[src/rtl/alu_seq.sv]
// alu_seq: multi-cycle ALU with a valid/ready handshake, iterative one-bit-per-cycle shifts,
// and an optional shift-add multiplier on opcode 4 (enabled by defining ALU_SEQ_MUL_EN).
module alu_seq #(
  parameter int WIDTH = 32,
  parameter int SHW   = $clog2(WIDTH)
) (
  input  logic             clk,
  input  logic             rst_n,
  input  logic             in_valid,
  output logic             in_ready,
  input  logic [WIDTH-1:0] X,
  input  logic [WIDTH-1:0] Y,
  input  logic [3:0]       op_code,
  output logic             out_valid,
  input  logic             out_ready,
  output logic [WIDTH-1:0] Z,
  output logic             equal,
  output logic             overflow,
  output logic             zero
);
  localparam int CW = SHW + 1;

  localparam logic [3:0] OP_AND = 4'd0;
  localparam logic [3:0] OP_OR  = 4'd1;
  localparam logic [3:0] OP_XOR = 4'd2;
  localparam logic [3:0] OP_NOR = 4'd3;
  localparam logic [3:0] OP_MUL = 4'd4;
  localparam logic [3:0] OP_ADD = 4'd5;
  localparam logic [3:0] OP_SUB = 4'd6;
  localparam logic [3:0] OP_SLT = 4'd7;
  localparam logic [3:0] OP_SRL = 4'd8;
  localparam logic [3:0] OP_SLL = 4'd9;
  localparam logic [3:0] OP_SRA = 4'd10;

  typedef enum logic [1:0] {IDLE, EXEC, DONE} state_t;

  state_t           state_q;
  logic [WIDTH-1:0] opA_q, opB_q, work_q;
  logic [3:0]       op_q;
  logic [CW-1:0]    cnt_q;
  logic             eq_q;

  logic [WIDTH-1:0] sum, diff, res_d, shift_d, execZ;
  logic             ovf_d, execOvf, execDone, isShift;

  function automatic logic isShiftOp(input logic [3:0] op);
    return (op == OP_SRL) || (op == OP_SLL) || (op == OP_SRA);
  endfunction

  assign in_ready = (state_q == IDLE);
  assign isShift  = isShiftOp(op_q);

  always_comb begin
    sum   = opA_q + opB_q;
    diff  = opA_q - opB_q;
    res_d = '0;
    ovf_d = 1'b0;
    case (op_q)
      OP_AND: res_d = opA_q & opB_q;
      OP_OR:  res_d = opA_q | opB_q;
      OP_XOR: res_d = opA_q ^ opB_q;
      OP_NOR: res_d = ~(opA_q | opB_q);
      OP_ADD: begin
        res_d = sum;
        ovf_d = (opA_q[WIDTH-1] == opB_q[WIDTH-1]) && (sum[WIDTH-1] != opA_q[WIDTH-1]);
      end
      OP_SUB: begin
        res_d = diff;
        ovf_d = (opA_q[WIDTH-1] != opB_q[WIDTH-1]) && (diff[WIDTH-1] != opA_q[WIDTH-1]);
      end
      OP_SLT: res_d = WIDTH'($signed(opA_q) < $signed(opB_q));
      default: res_d = '0;
    endcase
  end

  always_comb begin
    case (op_q)
      OP_SLL:  shift_d = {work_q[WIDTH-2:0], 1'b0};
      OP_SRA:  shift_d = {work_q[WIDTH-1], work_q[WIDTH-1:1]};
      default: shift_d = {1'b0, work_q[WIDTH-1:1]};
    endcase
  end

`ifdef ALU_SEQ_MUL_EN
  // Product register starts as {0, multiplier}; each step adds the multiplicand into the
  // upper half when the LSB is set, then shifts the whole thing right including the carry.
  logic [2*WIDTH-1:0] prod_q, prod_d;
  logic [WIDTH:0]     mulSum;

  always_comb begin
    mulSum = {1'b0, prod_q[2*WIDTH-1:WIDTH]} + (prod_q[0] ? {1'b0, opA_q} : {(WIDTH+1){1'b0}});
    prod_d = {mulSum, prod_q[WIDTH-1:1]};
  end
`endif

  always_comb begin
    execDone = 1'b1;
    execZ    = res_d;
    execOvf  = ovf_d;
    if (isShift) begin
      execDone = (cnt_q <= CW'(1));
      execZ    = (cnt_q == '0) ? work_q : shift_d;
      execOvf  = 1'b0;
    end
`ifdef ALU_SEQ_MUL_EN
    else if (op_q == OP_MUL) begin
      execDone = (cnt_q == CW'(1));
      execZ    = prod_d[WIDTH-1:0];
      execOvf  = |prod_d[2*WIDTH-1:WIDTH];
    end
`endif
  end

  always_ff @(posedge clk or negedge rst_n) begin
    if (!rst_n) begin
      state_q   <= IDLE;
      opA_q     <= '0;
      opB_q     <= '0;
      work_q    <= '0;
      op_q      <= '0;
      cnt_q     <= '0;
      eq_q      <= 1'b0;
      Z         <= '0;
      equal     <= 1'b0;
      overflow  <= 1'b0;
      zero      <= 1'b0;
      out_valid <= 1'b0;
`ifdef ALU_SEQ_MUL_EN
      prod_q    <= '0;
`endif
    end else begin
      case (state_q)
        IDLE: begin
          if (in_valid) begin
            opA_q   <= X;
            opB_q   <= Y;
            op_q    <= op_code;
            work_q  <= X;
            eq_q    <= (X == Y);
            cnt_q   <= isShiftOp(op_code) ? {1'b0, Y[SHW-1:0]} : '0;
`ifdef ALU_SEQ_MUL_EN
            prod_q  <= {{WIDTH{1'b0}}, Y};
            if (op_code == OP_MUL) cnt_q <= CW'(WIDTH);
`endif
            state_q <= EXEC;
          end
        end
        EXEC: begin
          if (isShift) work_q <= shift_d;
          if (cnt_q != '0) cnt_q <= cnt_q - CW'(1);
`ifdef ALU_SEQ_MUL_EN
          if (op_q == OP_MUL) prod_q <= prod_d;
`endif
          if (execDone) begin
            Z         <= execZ;
            overflow  <= execOvf;
            zero      <= (execZ == '0);
            equal     <= eq_q;
            out_valid <= 1'b1;
            state_q   <= DONE;
          end
        end
        DONE: begin
          if (out_ready) begin
            out_valid <= 1'b0;
            state_q   <= IDLE;
          end
        end
        default: state_q <= IDLE;
      endcase
    end
  end

endmodule

[config.mk]
export PLATFORM = sky130hd
export DESIGN_NAME = alu_seq
export DESIGN_NICKNAME = d
export VERILOG_FILES = /design/src/rtl/alu_seq.sv
export SDC_FILE = /design/constraint.sdc
export NUM_CORES = 1
export LEC_CHECK = 0
export CAP_MARGIN = 20
export CORE_ASPECT_RATIO = 1.5
export CORE_UTILIZATION = 59
export CTS_CLUSTER_SIZE = 14
export DETAILED_ROUTE_END_ITERATION = 7
export PLACE_DENSITY = 0.81
export SETUP_SLACK_MARGIN = 0.5
export SLEW_MARGIN = 20
export SYNTH_ARGS = -nofsm -noshare
export SYNTH_HDL_FRONTEND = slang
export SYNTH_SLANG_ARGS = --single-unit
[constraint.sdc]
create_clock -name clk -period 10.1 [get_ports clk]
set_input_delay 3.03 -clock clk [delete_from_list [all_inputs] [get_ports clk]]
set_output_delay 3.03 -clock clk [all_outputs]
set_load 0.02 [all_outputs]
==> impl_metrics.ini <==
[outcome]
status = finished clean

[drt]
wl_per_cell_um = 23.19
wl_met1_mm = 17.27
vias_per_cell = 6.737
highest_layer = met4
initialDrtViolationCount = 1433
drc_errors = 0
wl_met3_mm = 3.753
wl_met2_mm = 22.00
drtAntennaViolNets = 0
wl_mm = 46.22
vias = 13426
firstDrtPassIters = 8

[synthesis]
synth_area_sq_um = 12750
yosysTopAreaCell = dfrtp_1
synth_cell_types = 83
synth_top_area_share_pct = 28.46
yosysSeqAreaShare_pct = 28.46
synth-warning-count = 0
synth_edf_count = 0
syn_nets = 1856
synth_flop_cell = dfrtp_1
synth_async_sr_flop_share_pct = 100.0
synth_cells = 1680
synth_area_leaders = dfrtp_1 (28%), ha_1 (10%), o21ai_0 (8.1%), nand2_1 (6.8%), a21oi_1 (5.7%)
synth_seq_cells = 145
syn_area_per_cell_sq_um = 7.590

[critical_path]
ff2ff_setup_slack_ns = 5.32
crit_buf_inv = 3
cp_slowest_cell = buf_4
endpoint_kind = flop
r2r_cells = 14
worst_path_largest_cell_delay_ns = 0.67
crit_chain = clkdlybuf4s50_1 > and2_4 > buf_4 > a21oi_4 > buf_4 > nand2_1 > o21ai_0
crit_start = in_valid
worst_ep_required_time_ns = 10.41
rr_startpoint = cnt_q[0]$_DFFE_PN0P_
cp-start-kind = primary input
cp_max_fo = 78
r2r-end = zero$_DFFE_PN0P_
cp_top_family = buffers and inverters
path_class = primary input to flop
cp_common_cell = buf_4
arrival_ns = 5.29

[global_routing]
grt_pass1_vias = 12677
grt_pass1_wl_mm = 70.53
gr-total-overflow = 0
antenna_found_initial = 0
grt_max_degree = 83
grt_use_total_pct = 42.39

[clock_tree]
worstSkewPairLatency_ns = 0.45
cts_root_buffer = clkbuf_16
h-tree-depth = 4
cts_setup_buffers = 0
cts_buffers = 17
cts.sinks = 145
clk_path_buf_depth = 2
clkSlewWorstSetupHoldPaths_ns = 0.07
postCtsHoldBufs = 0
cts_tree = built
cts.repair.resized = 0

[worst_hold_path]
hold_depth = 2
min_path_type = flop to flop
holdCritStartpoint = Z[10]$_DFFE_PN0P_
hold_path_end = Z[10]$_DFFE_PN0P_

[layout]
fillerInstances = 1803
layout_common_cells = nand2_1 (232), o21ai_0 (206), a21oi_1 (145), dfrtp_1 (143), nor2_1 (120)
drive_gt1_share_pct = 5.217
fin_cells = 1993
layout_commonest_cell = nand2_1
area_growth_syn_to_layout_pct = 13.70
nets = 1888
antenna_cells = 0

[floorplanning]
fp.dieW_um = 122.0
pin_count = 109
die_h_um = 182.1
rows = 65
initial_core_util_pct = 60.30
coreArea_sq_um = 21150
die_area_sq_um = 22220

[placement]
hpwl_mm = 34.58
gp_congestion = 1.017
port_buffers = 108
place_inst = 1961

[timing]
setup-violations-final = 0
clock_skew_ns = 0.01156
slew-limit-headroom_pct = 25.10
finalCritPeriodShare_pct = 49.34
hold_viol = 0
worst_slew_pin_slew_ns = 1.121
timing.final.crit_period_ns = 4.983
fmax_ghz = 0.2007
drv_slew = 0
timing.setup.tns_ns = 0
rsz0062_at_grt = no

[job]
maxCapViolCount = 0
-- worst max-delay path by stage --
stage / to / slack [ns] / cells after the start
final: work_q[10]$_DFFE_PN0P_ / 5.12 / 7
after global routing: work_q[4]$_DFFE_PN0P_ / 4.92 / 7
after CTS: work_q[14]$_DFFE_PN0P_ / 5.13 / 7
after detailed placement: work_q[14]$_DFFE_PN0P_ / 4.66 / 7
after global placement: work_q[15]$_DFFE_PN0P_ / 4.75 / 7
after floorplan: work_q[30]$_DFFE_PN0P_ / 5.88 / 6
-- worst reg2reg max path: stages (launching register included) --
cell and delay [ns]:
dfrtp_1 0.42, inv_1 0.09, ha_1 0.20, or4b_1 0.41, or2_1 0.67, buf_4 0.39, a21oi_1 0.11, a2bb2oi_1 0.49
nand2_1 0.14, or4_1 0.56, nor4_2 0.26, and4_1 0.25, nand4_1 0.22, nor4_1 0.31, a41o_1 0.21
-- per-stage QoR --
step	utilization, %	cell area (sq um)	worst slack (ns)	hold slack (ns)
after detailed placement	65.78	13910	4.663	0.4629
after floorplan	-	12750	5.881	0.4391
after global placement	65.78	13910	4.750	0.4571
after global routing	68.56	14500	4.916	0.4932
final	68.56	14500	5.117	0.4732
after CTS	68.56	14500	5.129	0.4795
-- kinds of logic (layout without fill, tap and decap cells) --
group / after synthesis / count (layout) / synth area share (%)
buffers and inverters: 219 / 264 / 6.741
AOI/OAI and AO/OA: 579 / 579 / 27.99
adders and majority gates: 104 / 104 / 10.32
DFF: 145 / 145 / 28.46
muxes: 52 / 52 / 4.190
and+or+nand+nor: 535 / 535 / 19.14
xor gates and xnor gates: 46 / 46 / 3.160
-- final cells by class --
cell class | instances | area [sq um] | share of cell area, %
timing repair buffer | 128 | 1232 | 8.501
clock inverter | 14 | 158.9 | 1.096
tap | 268 | 335.3 | 2.313
inverter | 104 | 390.4 | 2.693
sequential | 145 | 3631 | 25.05
multi-input combinational | 1316 | 8320 | 57.39
clock buffer | 18 | 429.2 | 2.960
-- per-layer routing --
layer,global-route usage [%],vias up
met5,0,-
met4,27.41,0
met3,7.406,219
met2,69.97,778
met1,50.10,6364
li1,-,6065
-- Yosys cell counts (all sizes together), types with 8 or more instances --
cell type	instances
o21ai	208
nor3	32
nor2	123
nor3b	9
clkbuf	90
nand2	232
o21bai	9
buf	25
xnor2	38
xor2	8
a21o	10
o22ai	17
inv	103
a31oi	25
mux2	11
dfrtp	145
nand3	29
mux2i	41
nor4	16
o21a	15
and2	15
o311ai	10
o221ai	11
a211oi	25
o31ai	24
ha	102
a21oi	146
nor2b	14
nand4	18
o211ai	8
nand2b	17
-- state kept, by name, summed over array words and instances (netlist names) --
signal     count
Z             32
cnt_q          6
eq_q           1
equal          1
opA_q         32
opB_q         32
op_q           4
out_valid      1
overflow       1
state_q        2
work_q        32
zero           1
Power is left out: the tool's default activity adds up to more than one toggle a clock period on the data nets, which glitch-free logic cannot reach.
